### src/rtl/ex_operand_stage_if.sv
// ID/EX operand-stage bundle: decode/hazard inputs, forwarding sources and ALU-facing outputs.
// The stage drives the o_* fields; the surrounding pipeline drives everything else.
interface ex_operand_stage_if #(
  parameter int NB_BITS = 32,
  parameter int NB_OPE  = 4,
  parameter int NB_REG  = 5
);
  logic               i_valid;
  logic               i_stall;
  logic               i_flush;
  logic [NB_BITS-1:0] i_rs_data;
  logic [NB_BITS-1:0] i_rt_data;
  logic [NB_BITS-1:0] i_imm;
  logic [4:0]         i_shamt;
  logic [NB_BITS-1:0] i_pc_plus4;
  logic [NB_REG-1:0]  i_rs_addr;
  logic [NB_REG-1:0]  i_rt_addr;
  logic [NB_REG-1:0]  i_rd_addr;
  logic [NB_OPE-1:0]  i_ope_sel;
  logic               i_src_a_shamt;
  logic               i_src_a_pc;
  logic               i_src_b_imm;
  logic               i_reg_write;
  logic               i_mem_reg_write;
  logic [NB_REG-1:0]  i_mem_rd_addr;
  logic [NB_BITS-1:0] i_mem_data;
  logic               i_wb_reg_write;
  logic [NB_REG-1:0]  i_wb_rd_addr;
  logic [NB_BITS-1:0] i_wb_data;
  logic [NB_BITS-1:0] o_data_a;
  logic [NB_BITS-1:0] o_data_b;
  logic [NB_OPE-1:0]  o_ope_sel;
  logic [NB_BITS-1:0] o_store_data;
  logic [NB_REG-1:0]  o_rd_addr;
  logic               o_reg_write;
  logic               o_valid;

  modport master (
    output i_valid, i_stall, i_flush, i_rs_data, i_rt_data, i_imm, i_shamt, i_pc_plus4,
           i_rs_addr, i_rt_addr, i_rd_addr, i_ope_sel, i_src_a_shamt, i_src_a_pc,
           i_src_b_imm, i_reg_write, i_mem_reg_write, i_mem_rd_addr, i_mem_data,
           i_wb_reg_write, i_wb_rd_addr, i_wb_data,
    input  o_data_a, o_data_b, o_ope_sel, o_store_data, o_rd_addr, o_reg_write, o_valid
  );

  modport slave (
    input  i_valid, i_stall, i_flush, i_rs_data, i_rt_data, i_imm, i_shamt, i_pc_plus4,
           i_rs_addr, i_rt_addr, i_rd_addr, i_ope_sel, i_src_a_shamt, i_src_a_pc,
           i_src_b_imm, i_reg_write, i_mem_reg_write, i_mem_rd_addr, i_mem_data,
           i_wb_reg_write, i_wb_rd_addr, i_wb_data,
    output o_data_a, o_data_b, o_ope_sel, o_store_data, o_rd_addr, o_reg_write, o_valid
  );
endinterface

### src/rtl/ex_operand_stage.sv
// ID/EX pipeline register with MEM/WB forwarding and ALU operand selection.
// Stall holds control but keeps refreshing rs/rt so a WB producer retiring mid-stall is kept.
module ex_operand_stage #(
  parameter int NB_BITS = 32,
  parameter int NB_OPE  = 4,
  parameter int NB_REG  = 5
) (
  input logic               i_clk,
  input logic               i_rst_n,
  ex_operand_stage_if.slave bus
);
  localparam int NB_SHAMT = 5;

  // MEM beats WB; register 0 is hard-wired and never forwarded.
  function automatic logic [NB_BITS-1:0] fwd_value(
    input logic [NB_REG-1:0]  addr,
    input logic [NB_BITS-1:0] reg_value,
    input logic               mem_we,
    input logic [NB_REG-1:0]  mem_addr,
    input logic [NB_BITS-1:0] mem_data,
    input logic               wb_we,
    input logic [NB_REG-1:0]  wb_addr,
    input logic [NB_BITS-1:0] wb_data
  );
    logic [NB_BITS-1:0] result;
    if (addr == {NB_REG{1'b0}}) begin
      result = reg_value;
    end else if (mem_we && (mem_addr == addr)) begin
      result = mem_data;
    end else if (wb_we && (wb_addr == addr)) begin
      result = wb_data;
    end else begin
      result = reg_value;
    end
    return result;
  endfunction

  logic               valid_r;
  logic               reg_write_r;
  logic [NB_OPE-1:0]  ope_sel_r;
  logic [NB_REG-1:0]  rd_addr_r;
  logic [NB_REG-1:0]  rs_addr_r;
  logic [NB_REG-1:0]  rt_addr_r;
  logic [NB_BITS-1:0] rs_data_r;
  logic [NB_BITS-1:0] rt_data_r;
  logic [NB_BITS-1:0] imm_r;
  logic [NB_SHAMT-1:0] shamt_r;
  logic [NB_BITS-1:0] pc_plus4_r;
  logic               src_a_shamt_r;
  logic               src_a_pc_r;
  logic               src_b_imm_r;
  logic [NB_BITS-1:0] fwd_rs_s;
  logic [NB_BITS-1:0] fwd_rt_s;
  logic [NB_BITS-1:0] data_a_s;
  logic [NB_BITS-1:0] data_b_s;

  assign fwd_rs_s = fwd_value(rs_addr_r, rs_data_r, bus.i_mem_reg_write, bus.i_mem_rd_addr,
                              bus.i_mem_data, bus.i_wb_reg_write, bus.i_wb_rd_addr, bus.i_wb_data);
  assign fwd_rt_s = fwd_value(rt_addr_r, rt_data_r, bus.i_mem_reg_write, bus.i_mem_rd_addr,
                              bus.i_mem_data, bus.i_wb_reg_write, bus.i_wb_rd_addr, bus.i_wb_data);

  // Pipeline register: flush > stall > normal capture.
  always_ff @(posedge i_clk or negedge i_rst_n) begin
    if (!i_rst_n) begin
      valid_r       <= 1'b0;
      reg_write_r   <= 1'b0;
      ope_sel_r     <= {NB_OPE{1'b0}};
      rd_addr_r     <= {NB_REG{1'b0}};
      rs_addr_r     <= {NB_REG{1'b0}};
      rt_addr_r     <= {NB_REG{1'b0}};
      rs_data_r     <= {NB_BITS{1'b0}};
      rt_data_r     <= {NB_BITS{1'b0}};
      imm_r         <= {NB_BITS{1'b0}};
      shamt_r       <= {NB_SHAMT{1'b0}};
      pc_plus4_r    <= {NB_BITS{1'b0}};
      src_a_shamt_r <= 1'b0;
      src_a_pc_r    <= 1'b0;
      src_b_imm_r   <= 1'b0;
    end else if (bus.i_flush) begin
      valid_r     <= 1'b0;
      reg_write_r <= 1'b0;
      ope_sel_r   <= {NB_OPE{1'b0}};
      rd_addr_r   <= {NB_REG{1'b0}};
    end else if (bus.i_stall) begin
      rs_data_r <= fwd_rs_s;
      rt_data_r <= fwd_rt_s;
    end else begin
      valid_r       <= bus.i_valid;
      reg_write_r   <= bus.i_reg_write & bus.i_valid;
      ope_sel_r     <= bus.i_ope_sel;
      rd_addr_r     <= bus.i_rd_addr;
      rs_addr_r     <= bus.i_rs_addr;
      rt_addr_r     <= bus.i_rt_addr;
      rs_data_r     <= bus.i_rs_data;
      rt_data_r     <= bus.i_rt_data;
      imm_r         <= bus.i_imm;
      shamt_r       <= bus.i_shamt;
      pc_plus4_r    <= bus.i_pc_plus4;
      src_a_shamt_r <= bus.i_src_a_shamt;
      src_a_pc_r    <= bus.i_src_a_pc;
      src_b_imm_r   <= bus.i_src_b_imm;
    end
  end

  // Operand A: link address wins over shift amount; ALU adds 4 to reach PC+8.
  always_comb begin
    data_a_s = fwd_rs_s;
    if (src_a_pc_r) begin
      data_a_s = pc_plus4_r;
    end else if (src_a_shamt_r) begin
      data_a_s = {{(NB_BITS-NB_SHAMT){1'b0}}, shamt_r};
    end else begin
      data_a_s = fwd_rs_s;
    end
  end

  // Operand B: immediate or forwarded rt.
  always_comb begin
    data_b_s = fwd_rt_s;
    if (src_b_imm_r) begin
      data_b_s = imm_r;
    end else begin
      data_b_s = fwd_rt_s;
    end
  end

  assign bus.o_data_a     = data_a_s;
  assign bus.o_data_b     = data_b_s;
  assign bus.o_store_data = fwd_rt_s;
  assign bus.o_ope_sel    = ope_sel_r;
  assign bus.o_rd_addr    = rd_addr_r;
  assign bus.o_reg_write  = reg_write_r;
  assign bus.o_valid      = valid_r;
endmodule
### src/flat_wrapper.sv
// flat-port wrapper written by rule: the top's interface ports become plain ports
module ex_operand_stage_flat 
#(
  parameter int NB_BITS = 32,
  parameter int NB_OPE  = 4,
  parameter int NB_REG  = 5
)
  (i_clk, i_rst_n, bus_i_valid, bus_i_stall, bus_i_flush, bus_i_rs_data, bus_i_rt_data, bus_i_imm, bus_i_shamt, bus_i_pc_plus4, bus_i_rs_addr, bus_i_rt_addr, bus_i_rd_addr, bus_i_ope_sel, bus_i_src_a_shamt, bus_i_src_a_pc, bus_i_src_b_imm, bus_i_reg_write, bus_i_mem_reg_write, bus_i_mem_rd_addr, bus_i_mem_data, bus_i_wb_reg_write, bus_i_wb_rd_addr, bus_i_wb_data, bus_o_data_a, bus_o_data_b, bus_o_ope_sel, bus_o_store_data, bus_o_rd_addr, bus_o_reg_write, bus_o_valid);
  ex_operand_stage_if #(.NB_BITS(NB_BITS), .NB_OPE(NB_OPE), .NB_REG(NB_REG)) bus_i ();
  input logic i_clk;
  input logic i_rst_n;
  input wire logic [$bits(bus_i.i_valid)-1:0] bus_i_valid;
  input wire logic [$bits(bus_i.i_stall)-1:0] bus_i_stall;
  input wire logic [$bits(bus_i.i_flush)-1:0] bus_i_flush;
  input wire logic [$bits(bus_i.i_rs_data)-1:0] bus_i_rs_data;
  input wire logic [$bits(bus_i.i_rt_data)-1:0] bus_i_rt_data;
  input wire logic [$bits(bus_i.i_imm)-1:0] bus_i_imm;
  input wire logic [$bits(bus_i.i_shamt)-1:0] bus_i_shamt;
  input wire logic [$bits(bus_i.i_pc_plus4)-1:0] bus_i_pc_plus4;
  input wire logic [$bits(bus_i.i_rs_addr)-1:0] bus_i_rs_addr;
  input wire logic [$bits(bus_i.i_rt_addr)-1:0] bus_i_rt_addr;
  input wire logic [$bits(bus_i.i_rd_addr)-1:0] bus_i_rd_addr;
  input wire logic [$bits(bus_i.i_ope_sel)-1:0] bus_i_ope_sel;
  input wire logic [$bits(bus_i.i_src_a_shamt)-1:0] bus_i_src_a_shamt;
  input wire logic [$bits(bus_i.i_src_a_pc)-1:0] bus_i_src_a_pc;
  input wire logic [$bits(bus_i.i_src_b_imm)-1:0] bus_i_src_b_imm;
  input wire logic [$bits(bus_i.i_reg_write)-1:0] bus_i_reg_write;
  input wire logic [$bits(bus_i.i_mem_reg_write)-1:0] bus_i_mem_reg_write;
  input wire logic [$bits(bus_i.i_mem_rd_addr)-1:0] bus_i_mem_rd_addr;
  input wire logic [$bits(bus_i.i_mem_data)-1:0] bus_i_mem_data;
  input wire logic [$bits(bus_i.i_wb_reg_write)-1:0] bus_i_wb_reg_write;
  input wire logic [$bits(bus_i.i_wb_rd_addr)-1:0] bus_i_wb_rd_addr;
  input wire logic [$bits(bus_i.i_wb_data)-1:0] bus_i_wb_data;
  output wire logic [$bits(bus_i.o_data_a)-1:0] bus_o_data_a;
  output wire logic [$bits(bus_i.o_data_b)-1:0] bus_o_data_b;
  output wire logic [$bits(bus_i.o_ope_sel)-1:0] bus_o_ope_sel;
  output wire logic [$bits(bus_i.o_store_data)-1:0] bus_o_store_data;
  output wire logic [$bits(bus_i.o_rd_addr)-1:0] bus_o_rd_addr;
  output wire logic [$bits(bus_i.o_reg_write)-1:0] bus_o_reg_write;
  output wire logic [$bits(bus_i.o_valid)-1:0] bus_o_valid;
  assign bus_i.i_valid = bus_i_valid;
  assign bus_i.i_stall = bus_i_stall;
  assign bus_i.i_flush = bus_i_flush;
  assign bus_i.i_rs_data = bus_i_rs_data;
  assign bus_i.i_rt_data = bus_i_rt_data;
  assign bus_i.i_imm = bus_i_imm;
  assign bus_i.i_shamt = bus_i_shamt;
  assign bus_i.i_pc_plus4 = bus_i_pc_plus4;
  assign bus_i.i_rs_addr = bus_i_rs_addr;
  assign bus_i.i_rt_addr = bus_i_rt_addr;
  assign bus_i.i_rd_addr = bus_i_rd_addr;
  assign bus_i.i_ope_sel = bus_i_ope_sel;
  assign bus_i.i_src_a_shamt = bus_i_src_a_shamt;
  assign bus_i.i_src_a_pc = bus_i_src_a_pc;
  assign bus_i.i_src_b_imm = bus_i_src_b_imm;
  assign bus_i.i_reg_write = bus_i_reg_write;
  assign bus_i.i_mem_reg_write = bus_i_mem_reg_write;
  assign bus_i.i_mem_rd_addr = bus_i_mem_rd_addr;
  assign bus_i.i_mem_data = bus_i_mem_data;
  assign bus_i.i_wb_reg_write = bus_i_wb_reg_write;
  assign bus_i.i_wb_rd_addr = bus_i_wb_rd_addr;
  assign bus_i.i_wb_data = bus_i_wb_data;
  assign bus_o_data_a = bus_i.o_data_a;
  assign bus_o_data_b = bus_i.o_data_b;
  assign bus_o_ope_sel = bus_i.o_ope_sel;
  assign bus_o_store_data = bus_i.o_store_data;
  assign bus_o_rd_addr = bus_i.o_rd_addr;
  assign bus_o_reg_write = bus_i.o_reg_write;
  assign bus_o_valid = bus_i.o_valid;
  ex_operand_stage #(.NB_BITS(NB_BITS), .NB_OPE(NB_OPE), .NB_REG(NB_REG)) u_core (.i_clk(i_clk), .i_rst_n(i_rst_n), .bus(bus_i));
endmodule
### config.mk
export PLATFORM = sky130hd
export DESIGN_NAME = ex_operand_stage_flat
export DESIGN_NICKNAME = d
export VERILOG_FILES = /design/src/rtl/ex_operand_stage_if.sv /design/src/rtl/ex_operand_stage.sv /design/src/flat_wrapper.sv
export SDC_FILE = /design/constraint.sdc
export NUM_CORES = 1
export LEC_CHECK = 0
export CAP_MARGIN = 15
export CORE_ASPECT_RATIO = 0.6
export CORE_MARGIN = 10
export CORE_UTILIZATION = 42
export CTS_CLUSTER_DIAMETER = 100
export DETAILED_ROUTE_END_ITERATION = 10
export GPL_ROUTABILITY_DRIVEN = 0
export GPL_TIMING_DRIVEN = 0
export HOLD_SLACK_MARGIN = 0.03
export PLACE_DENSITY = 0.78
export REMOVE_ABC_BUFFERS = 1
export SLEW_MARGIN = 20
export SYNTH_ARGS = -nofsm -noshare
export SYNTH_HDL_FRONTEND = slang
export SYNTH_SLANG_ARGS = --single-unit
### constraint.sdc
create_clock -name i_clk -period 2.5 [get_ports i_clk]
set_clock_uncertainty 0.05 [all_clocks]
set_input_delay 0.5 -clock i_clk [delete_from_list [all_inputs] [get_ports i_clk]]
set_output_delay 0.5 -clock i_clk [all_outputs]
set_load 0.01 [all_outputs]
# After elaboration in Yosys (flattened, before gate mapping)
# Index checks and enable logic that the tools add are counted.
[word_totals]
inputBits = 237
word_cells = 48
register_bits = 157
[classes]
mux = 19
n_reduce_logical = 7
n_bitwise = 3
eq_ne = 5
[op_table]
columns = ["op", "n"]
rows = [
  ["two-way mux 32 bit", 11],
  ["equality test 5 bit", 4],
  ["zero test 5 bit", 2],
  ["two-way mux 5 bit", 2],
  ["two-way mux 4 bit", 2],
  ["logical AND 1 bit", 4],
  ["two-way mux 1 bit", 4],
  ["!= test 2 x 1 -> 1 bit, second input constant", 1],
  ["NOT 1 bit", 2],
  ["AND reduction 2 bit", 1],
  ["bitwise AND 1 bit", 1],
]

# Logic depth before layout (Yosys ltp)
# Gate-level depths: netlist of run 1.
[logic_depth]
word_depth = 7
mapped_depth = 9
ltp_nobuf = 5

# Worst setup path after synthesis of run 1
# Ideal clock, no wire load.
[synth_path]
path_type = "input to output"
from = "in bus_i_mem_rd_addr[2]"
to = "out bus_o_data_b[28]"
slack_ns = -0.014
arrival_ns = 1.964
stages = 7
path_buffers = 2
path_cell_list = "xnor2_1 -> nand4_1 -> o211a_1 -> clkbuf_1 -> buf_4 -> o2bb2ai_1 -> a221oi_1"
[synth_via]
elab_chain_len = 5
[synth_lines]
columns = ["item", "line_no", "rtl"]
rows = [
  ["from (decl)", "flat_wrapper.sv:29", "input wire logic [$bits(bus_i.i_mem_rd_addr)-1:0] bus_i_mem_rd_addr;"],
  ["equality test 5 bit", "ex_operand_stage.sv:28", "end else if (mem_we && (mem_addr == addr)) begin"],
  ["logical AND 1 bit", "ex_operand_stage.sv:28", ""],
  ["two-way mux 32 bit", "ex_operand_stage.sv:28", ""],
  ["two-way mux 32 bit", "ex_operand_stage.sv:26", "if (addr == {NB_REG{1'b0}}) begin"],
  ["two-way mux 32 bit", "ex_operand_stage.sv:120", "if (src_b_imm_r) begin"],
  ["to (decl)", "flat_wrapper.sv:35", "output wire logic [$bits(bus_i.o_data_b)-1:0] bus_o_data_b;"],
]
# Every way passes these cells.

# Worst setup path after layout of run 1
[layout_path]
from = "reg u_core.rs_addr_r[4]"
to = "out bus_o_data_a[26]"
[layout_via]
elab_chain_len = 7
[layout_lines]
columns = ["item", "line_no", "rtl"]
rows = [
  ["from (decl)", "ex_operand_stage.sv:42", "logic [NB_REG-1:0] rs_addr_r;"],
  ["from (signal assigned)", "ex_operand_stage.sv:69", "rs_addr_r <= {NB_REG{1'b0}};"],
  ["from (signal assigned)", "ex_operand_stage.sv:92", "rs_addr_r <= bus.i_rs_addr;"],
  ["equality test 5 bit", "ex_operand_stage.sv:30", "end else if (wb_we && (wb_addr == addr)) begin"],
  ["logical AND 1 bit", "ex_operand_stage.sv:30", ""],
  ["two-way mux 32 bit", "ex_operand_stage.sv:30", ""],
  ["two-way mux 32 bit", "ex_operand_stage.sv:28", ""],
  ["two-way mux 32 bit (*)", "ex_operand_stage.sv:26", ""],
  ["two-way mux 32 bit (*)", "ex_operand_stage.sv:110", "end else if (src_a_shamt_r) begin"],
  ["two-way mux 32 bit (*)", "ex_operand_stage.sv:108", "if (src_a_pc_r) begin"],
  ["to (decl)", "flat_wrapper.sv:34", "output wire logic [$bits(bus_i.o_data_a)-1:0] bus_o_data_a;"],
]
# Every way passes the cells marked *; elsewhere a longest branch is shown, timed or not.

==> results of run 1 <==
## per-stage QoR
stage	hold slack [ns]	setup TNS, ns	util (%)
final	0.00647	-69.27	72.6
after global routing	0.0623	-74.34	72.6
after CTS	0.0389	-50.90	67.9
after detailed placement	0.413	-219.71	59.2
after global placement	0.409	-2390.06	56.1
after floorplan	0.154	-407.08	-
## worst max-delay path, cell delays in order (launching register included)
cell     delay [ns]
dfrtp_2        0.47
xnor2_2        0.28
and4_4         0.55
nand2_2        0.28
and3_4         0.26
o31ai_4        0.29
buf_2          0.20
## power by group
part / internal, mW / total [mW] / switching [mW]
logic: 1.94 / 4.03 / 2.09
clock network: 1.74 / 2.88 / 1.14
registers: 2.87 / 3.24 / 0.370
## sequential cells by signal, summed over array words and instances (netlist names)
name / count
u_core.imm_r: 32
u_core.pc_plus4_r: 32
u_core.rs_data_r: 32
u_core.rt_data_r: 32
u_core.bus.o_rd_addr: 5
u_core.rs_addr_r: 5
u_core.rt_addr_r: 5
u_core.shamt_r: 5
u_core.bus.o_ope_sel: 4
u_core.bus.o_reg_write: 1
u_core.bus.o_valid: 1
u_core.src_a_pc_r: 1
u_core.src_a_shamt_r: 1
u_core.src_b_imm_r: 1
## cells by family after synthesis
kind of cell,share of synthesized area (%)
xor gates and xnor gates,1.72
and+or+nand+nor,23.8
DFF,38.5
AOI/OAI and AO/OA,28.4
buffers and inverters,6.69
muxes,0.882
## metal layers
layer | vias up | global-route usage [%] | wire, um
met2 | 1220 | 51.1 | 25900
met4 | 4 | 14.6 | 2610
li1 | 5451 | - | -
met3 | 250 | 13.2 | 8040
met1 | 6501 | 43.9 | 22500
met5 | - | 0 | 27
## worst paths after layout
check,startpoint,to,slack [ns],cells after the start
worst max-delay path,u_core.rs_addr_r[4],bus_o_data_a[26],-0.84,6
worst min-delay path,i_rst_n,u_core.imm_r[24],0.006,1
worst max register to register,u_core.rt_addr_r[3],u_core.rt_data_r[13],-0.15,10
worst min register to register,u_core.pc_plus4_r[22],u_core.pc_plus4_r[22],0.43,2
max in group asynchronous,i_rst_n,u_core.imm_r[15],1.51,2
min in group i_clk,u_core.pc_plus4_r[22],u_core.pc_plus4_r[22],0.43,2
## area by class of cell
type	count	area share [%]
clock buffers	23	2.74
clock inverters	7	0.788
multi-input cells	950	39.6
well taps	322	2.31
inverters	37	0.816
repair buffers	510	31.2
diodes	4	0.0573
flip-flops and latches	157	22.6
## layout by cell type (no fill, tap or decap), types with 43 or more instances in the layout
cell type,instances
a22oi_1,61
a22oi_2,43
buf_2,76
buf_4,55
buf_6,69
clkdlybuf4s50_1,233
dfrtp_1,148
nand2_1,296
nand3_1,59
nor2_1,47
o211ai_1,79
## repair_timing
action                                  in CTS  in global routing
cloned                                      16                  4
endpoints found under the setup margin     160                154
gates resized for setup                    588                140
pin swaps                                   69                 80
setup buffers                               90                 46
==> results.txt, run 1 <==
Drt via density - 6.68
Rel. slew slack - 31.2%
Critical path class - flop to primary output
Initial Utilization - 42.4%
Setup Viol. Count Final - 153
DP HPWL - 33500 um
Ys async rst share - 100%
Ys flop type - dfrtp_1
Lkg Pwr - 7.30 nW
Min Tclk post-route - 3.34 ns
Post-place setup slack - -2.08 ns
FMAX - 0.299 GHz
Synthesized flop and latch total - 157
Drt total wl - 59100 um
Synth Cell Area - 0.0102 mm^2
Largest cells by area after synthesis - dfrtp_1 (38%), nand2_1 (11%), a22oi_1 (7.6%), o211ai_1 (5.8%), nand3_1 (3.1%)
Layout area overhead - 71.2%
Number of flops mapped to enable cells by yosys - 0
Via count - 13400
RSZ-0062 raised after global routing - yes
PwrDens - 581 mW/mm^2
Crit path DAT - 2.79 ns
Share of the synthesized area in the top cell type - 38.5%
Port Buffers - 343
DP Cell Count - 1833
CP endpoint kind - primary output
Commonest cells in the netlist - nand2_1 (301), dfrtp_1 (157), a22oi_1 (104), clkbuf_1 (80), o211ai_1 (79)
Clock Latency Late Sink - 0.45 ns
Num rows - 44
Number of fill cells in the layout - 1734
Yosys cell types - 58
Aggregate global-route resource usage - 34.4%
Nets - 1910
Chip Width - 221 um
Most common cell in the netlist - nand2_1
Max-slew violations - 0
First-pass GRT wire length - 83000 um
Synth Area per Inst - 8.10 um^2
Max-cap violations - 0
Post-synthesis sequential area ratio - 38.5%
CTS buffer count - 17
Max Buffers Root-to-Sink - 2
Seq. cell area - 0.00395 mm^2
Final Cell Area - 0.0175 mm^2
Syn Inst Count - 1260
Finished Layout Cells - 2010
Setup crit start kind - flop
Die H - 141 um
Tcrit/Tclk final - 134%
Status - finished with violations
Initial DRC Count - 2148
DRC - 0
IO Count - 344
CP max FO - 24
Dpl cell area - 0.0142 mm^2
Pin count of the biggest net entering global routing - 88
Area of the core - 0.0241 mm^2
Die area - 0.0311 mm^2
Yosys top cell by area - dfrtp_1
Worst hold-check path type - primary input to asynchronous set/reset pin
H-tree levels - 4
Worst path required time - 1.95 ns
Overall Power - 10.2 mW
Fraction of layout cells with a size suffix above 1 - 27.8%
Clock sinks - 157
Final WS setup - -0.840 ns
Clock transition at path regs - 0.06 ns
Final Hold Fails - 0
TritonCTS clock tree - yes
Worst-Margin Slew - 1.03 ns
Peak supply drop - 502 uV
Drt pass-1 iters - 8
YS warnings - 0
Initial antenna violation count - 7
Antenna viol nets, final - 0
Hold_buf cts - 0
Multi-input gate area - 0.00691 mm^2
Violated checks - setup timing
CTS Root Cell - clkbuf_16
Vias in the first global route - 13000
GRT Residual Overflow - 0
Avg WL per Cell - 29.4 um
Power figures use the tool's default switching activity.
==> run 2, diff against run 1 <==
--- a/config.mk
+++ b/config.mk
@@ -15,6 +15,7 @@
 export GPL_TIMING_DRIVEN = 0
 export HOLD_SLACK_MARGIN = 0.03
 export PLACE_DENSITY = 0.78
+export RECOVER_POWER = 100
 export REMOVE_ABC_BUFFERS = 1
 export SLEW_MARGIN = 20
 export SYNTH_ARGS = -nofsm -noshare
==> run 2 against run 1 <==
  * Non-clock buffer count stayed put
  * Design area fell by 0.31%
  * Clock power about the same
  * The run ends with capacitance limit, slew limit, setup timing left
  * Sequential power about the same
  * Highest routed layer unchanged
==> results.txt, run 2 (synthesis gave the netlist of run 1 again) <==
Drt pass-1 iters - 6 (-2)
Drt via density - 6.69 (about the same)
Nets - 1910 (unchanged)
FF-to-FF End - u_core.rt_data_r[13]
Hold_buf cts - 0 (unchanged)
Setup crit end - bus_o_data_a[26]
Clock share of power - 28.5% (about the same)
Port Buffers - 343 (unchanged)
Num rows - 44 (unchanged)
Via count - 13400 (+0.082%)
Most common cell after layout, fill and taps aside - nand2_1
Clock transition at path regs - 0.06 ns (about the same)
Setup crit start kind - flop
CTS buffer count - 17 (unchanged)
Initial DRC Count - 2115 (-1.5%)
Multi-input gate area - 0.00690 mm^2 (-0.20%)
Max-slew violations - 87 (+87)
DP HPWL - 33500 um (unchanged)
FMAX - 0.298 GHz (-0.57%)
R2r startpoint - u_core.rt_addr_r[3]
Antenna viol nets, final - 0 (unchanged)
Sequential Power Share - 32.0% (about the same)
Initial antenna violation count - 7 (unchanged)
Max-cap violations - 1 (+1)
Post-place setup slack - -2.08 ns (unchanged)
Pin count of the biggest net entering global routing - 88 (unchanged)
Violated checks - capacitance limit, slew limit, setup timing
Die H - 141 um (unchanged)
Worst path required time - 1.95 ns (about the same)
DRC - 0 (unchanged)
Switching share of power - 35.6% (+0.079 points)
Layout area overhead - 70.6%
Fraction of layout cells with a size suffix above 1 - 27.8% (unchanged)
Crit path DAT - 2.81 ns (+0.02 ns)
Seq. cell area - 0.00395 mm^2 (unchanged)
Chip Width - 221 um (unchanged)
Vias in the first global route - 13000 (unchanged)
Setup Viol. Count Final - 203 (+33%)
CP endpoint kind - primary output
Rel. slew slack - -61.1% (-92 points)
TritonCTS clock tree - yes
PwrDens - 583 mW/mm^2 (+0.26%)
RSZ-0062 raised after global routing - yes
Most frequent cells in the layout - nand2_1 (296), clkdlybuf4s50_1 (222), dfrtp_1 (148), o211ai_1 (79), buf_2 (76)
H-tree levels - 4 (unchanged)
Clock Latency Late Sink - 0.46 ns (about the same)
Number of fill cells in the layout - 1742 (+0.46%)
Avg WL per Cell - 29.4 um (about the same)
Peak supply drop - 502 uV (about the same)
Final WS setup - -0.859 ns (-0.0192 ns)
WHS - 0.429 ns (+0.423 ns)
Min Tclk post-route - 3.36 ns (+0.0192 ns)
Drt total wl - 59000 um (about the same)
Die area - 0.0311 mm^2 (unchanged)
Critical path class - flop to primary output
R2R depth - 10 (unchanged)
Crit path from - u_core.rs_addr_r[4]
IO Count - 344 (unchanged)
NetSw - 3.61 mW (+0.17%)
Initial Utilization - 42.4% (unchanged)
Logic pwr share - 39.5% (-0.2 points)
Worst-Margin Slew - 2.42 ns (+1.39 ns)
Final Hold Fails - 0 (unchanged)
CP max FO - 18 (-25%)
Area of the core - 0.0241 mm^2 (unchanged)
Lkg Pwr - 7.31 nW (+0.21%)
Status - finished with violations
Clock sinks - 157 (unchanged)
Aggregate global-route resource usage - 34.4% (unchanged)
CTS Root Cell - clkbuf_16
GRT Residual Overflow - 0 (unchanged)
FF-to-FF setup slack - -0.17 ns (-0.02 ns)
Tcrit/Tclk final - 134% (+0.77 points)
Worst hold-check path type - flop to flop
Power Internal - 6.54 mW (-0.17%)
First-pass GRT wire length - 83000 um (unchanged)
Max Buffers Root-to-Sink - 2 (unchanged)
[run 2: changes by cell type in the layout (fill, tap and decap cells not counted)]
cell / change
buf_12: +1
nand2_4: +1
buf_16: -2
nand2_8: -1
clkbuf_2: +2
dlygate4sd3_1: +11
buf_8: -1
clkdlybuf4s50_1: -11
nor2_2: +1
nor2_4: -1
[run 2: what timing repair did]
item / in CTS / in global routing
hold endpoints to repair: 0 / 0
buffers inserted: 90 / 46
gates cloned: 16 / 4
gates resized for setup: 588 / 140
endpoints found under the setup margin: 160 / 154
pin swaps: 69 / 80
[run 2: final cells by class]
class / instances / share of cell area, %
multi-input cells: 950 / 39.6
repair buffers: 510 / 31.0
flip-flops and latches: 157 / 22.6
clock buffers: 23 / 2.74
well taps: 322 / 2.31
inverters: 37 / 0.819
clock inverters: 7 / 0.790
diodes: 4 / 0.0575
[run 2: worst min-delay path by stage]
stage                               start                      end  slack (ns)  cells after the start
finish              u_core.pc_plus4_r[22]    u_core.pc_plus4_r[22]        0.43                      2
floorplan                         i_rst_n  u_core.bus.o_ope_sel[0]        0.15                      0
global route        u_core.pc_plus4_r[23]    u_core.pc_plus4_r[23]        0.46                      2
detailed placement       u_core.imm_r[25]         u_core.imm_r[25]        0.41                      2
CTS                               i_rst_n         u_core.imm_r[24]        0.04                      1
global placement        u_core.shamt_r[2]        u_core.shamt_r[2]        0.41                      2
[run 2: power groups by stage]
stage	registers [mW]	logic, mW	clock network, mW
floorplan	3.11	1.37	0
global placement	3.19	3.00	0
detailed placement	3.21	3.16	0
CTS	3.19	3.57	2.85
global route	3.27	4.20	2.99
finish	3.24	4.01	2.89
[run 2: layer usage]
layer / GRT usage (%) / up-vias / part of all wire [%]
met5: 0 / - / 0.046
met4: 14.6 / 4 / 4.5
met3: 13.2 / 258 / 13
met2: 51.1 / 1230 / 44
met1: 43.9 / 6492 / 38
li1: - / 5453 / -
[run 2: stage by stage]
step / cell area (um^2) / total power [mW] / setup TNS [ns] / instances / utilization [%]
final: 17400 / 10.2 / -73.91 / 2010 / 72.4
after floorplan: 9660 / 4.48 / -407.08 / 1137 / -
after CTS: 16300 / 9.61 / -50.90 / 1967 / 67.9
after detailed placement: 14200 / 6.36 / -219.71 / 1833 / 59.2
after global routing: 17400 / 10.5 / -86.59 / 2009 / 72.4
after global placement: 13500 / 6.19 / -2390.06 / 1802 / 56.1
[run 2: worst max-delay path, cell delays in order (launching register included)]
cell and delay, ns:
dfrtp_2 0.47, xnor2_2 0.29, nand4_1 0.24, or3_4 0.48
buf_12 0.18, and3_4 0.18, o31ai_4 0.30, buf_2 0.20
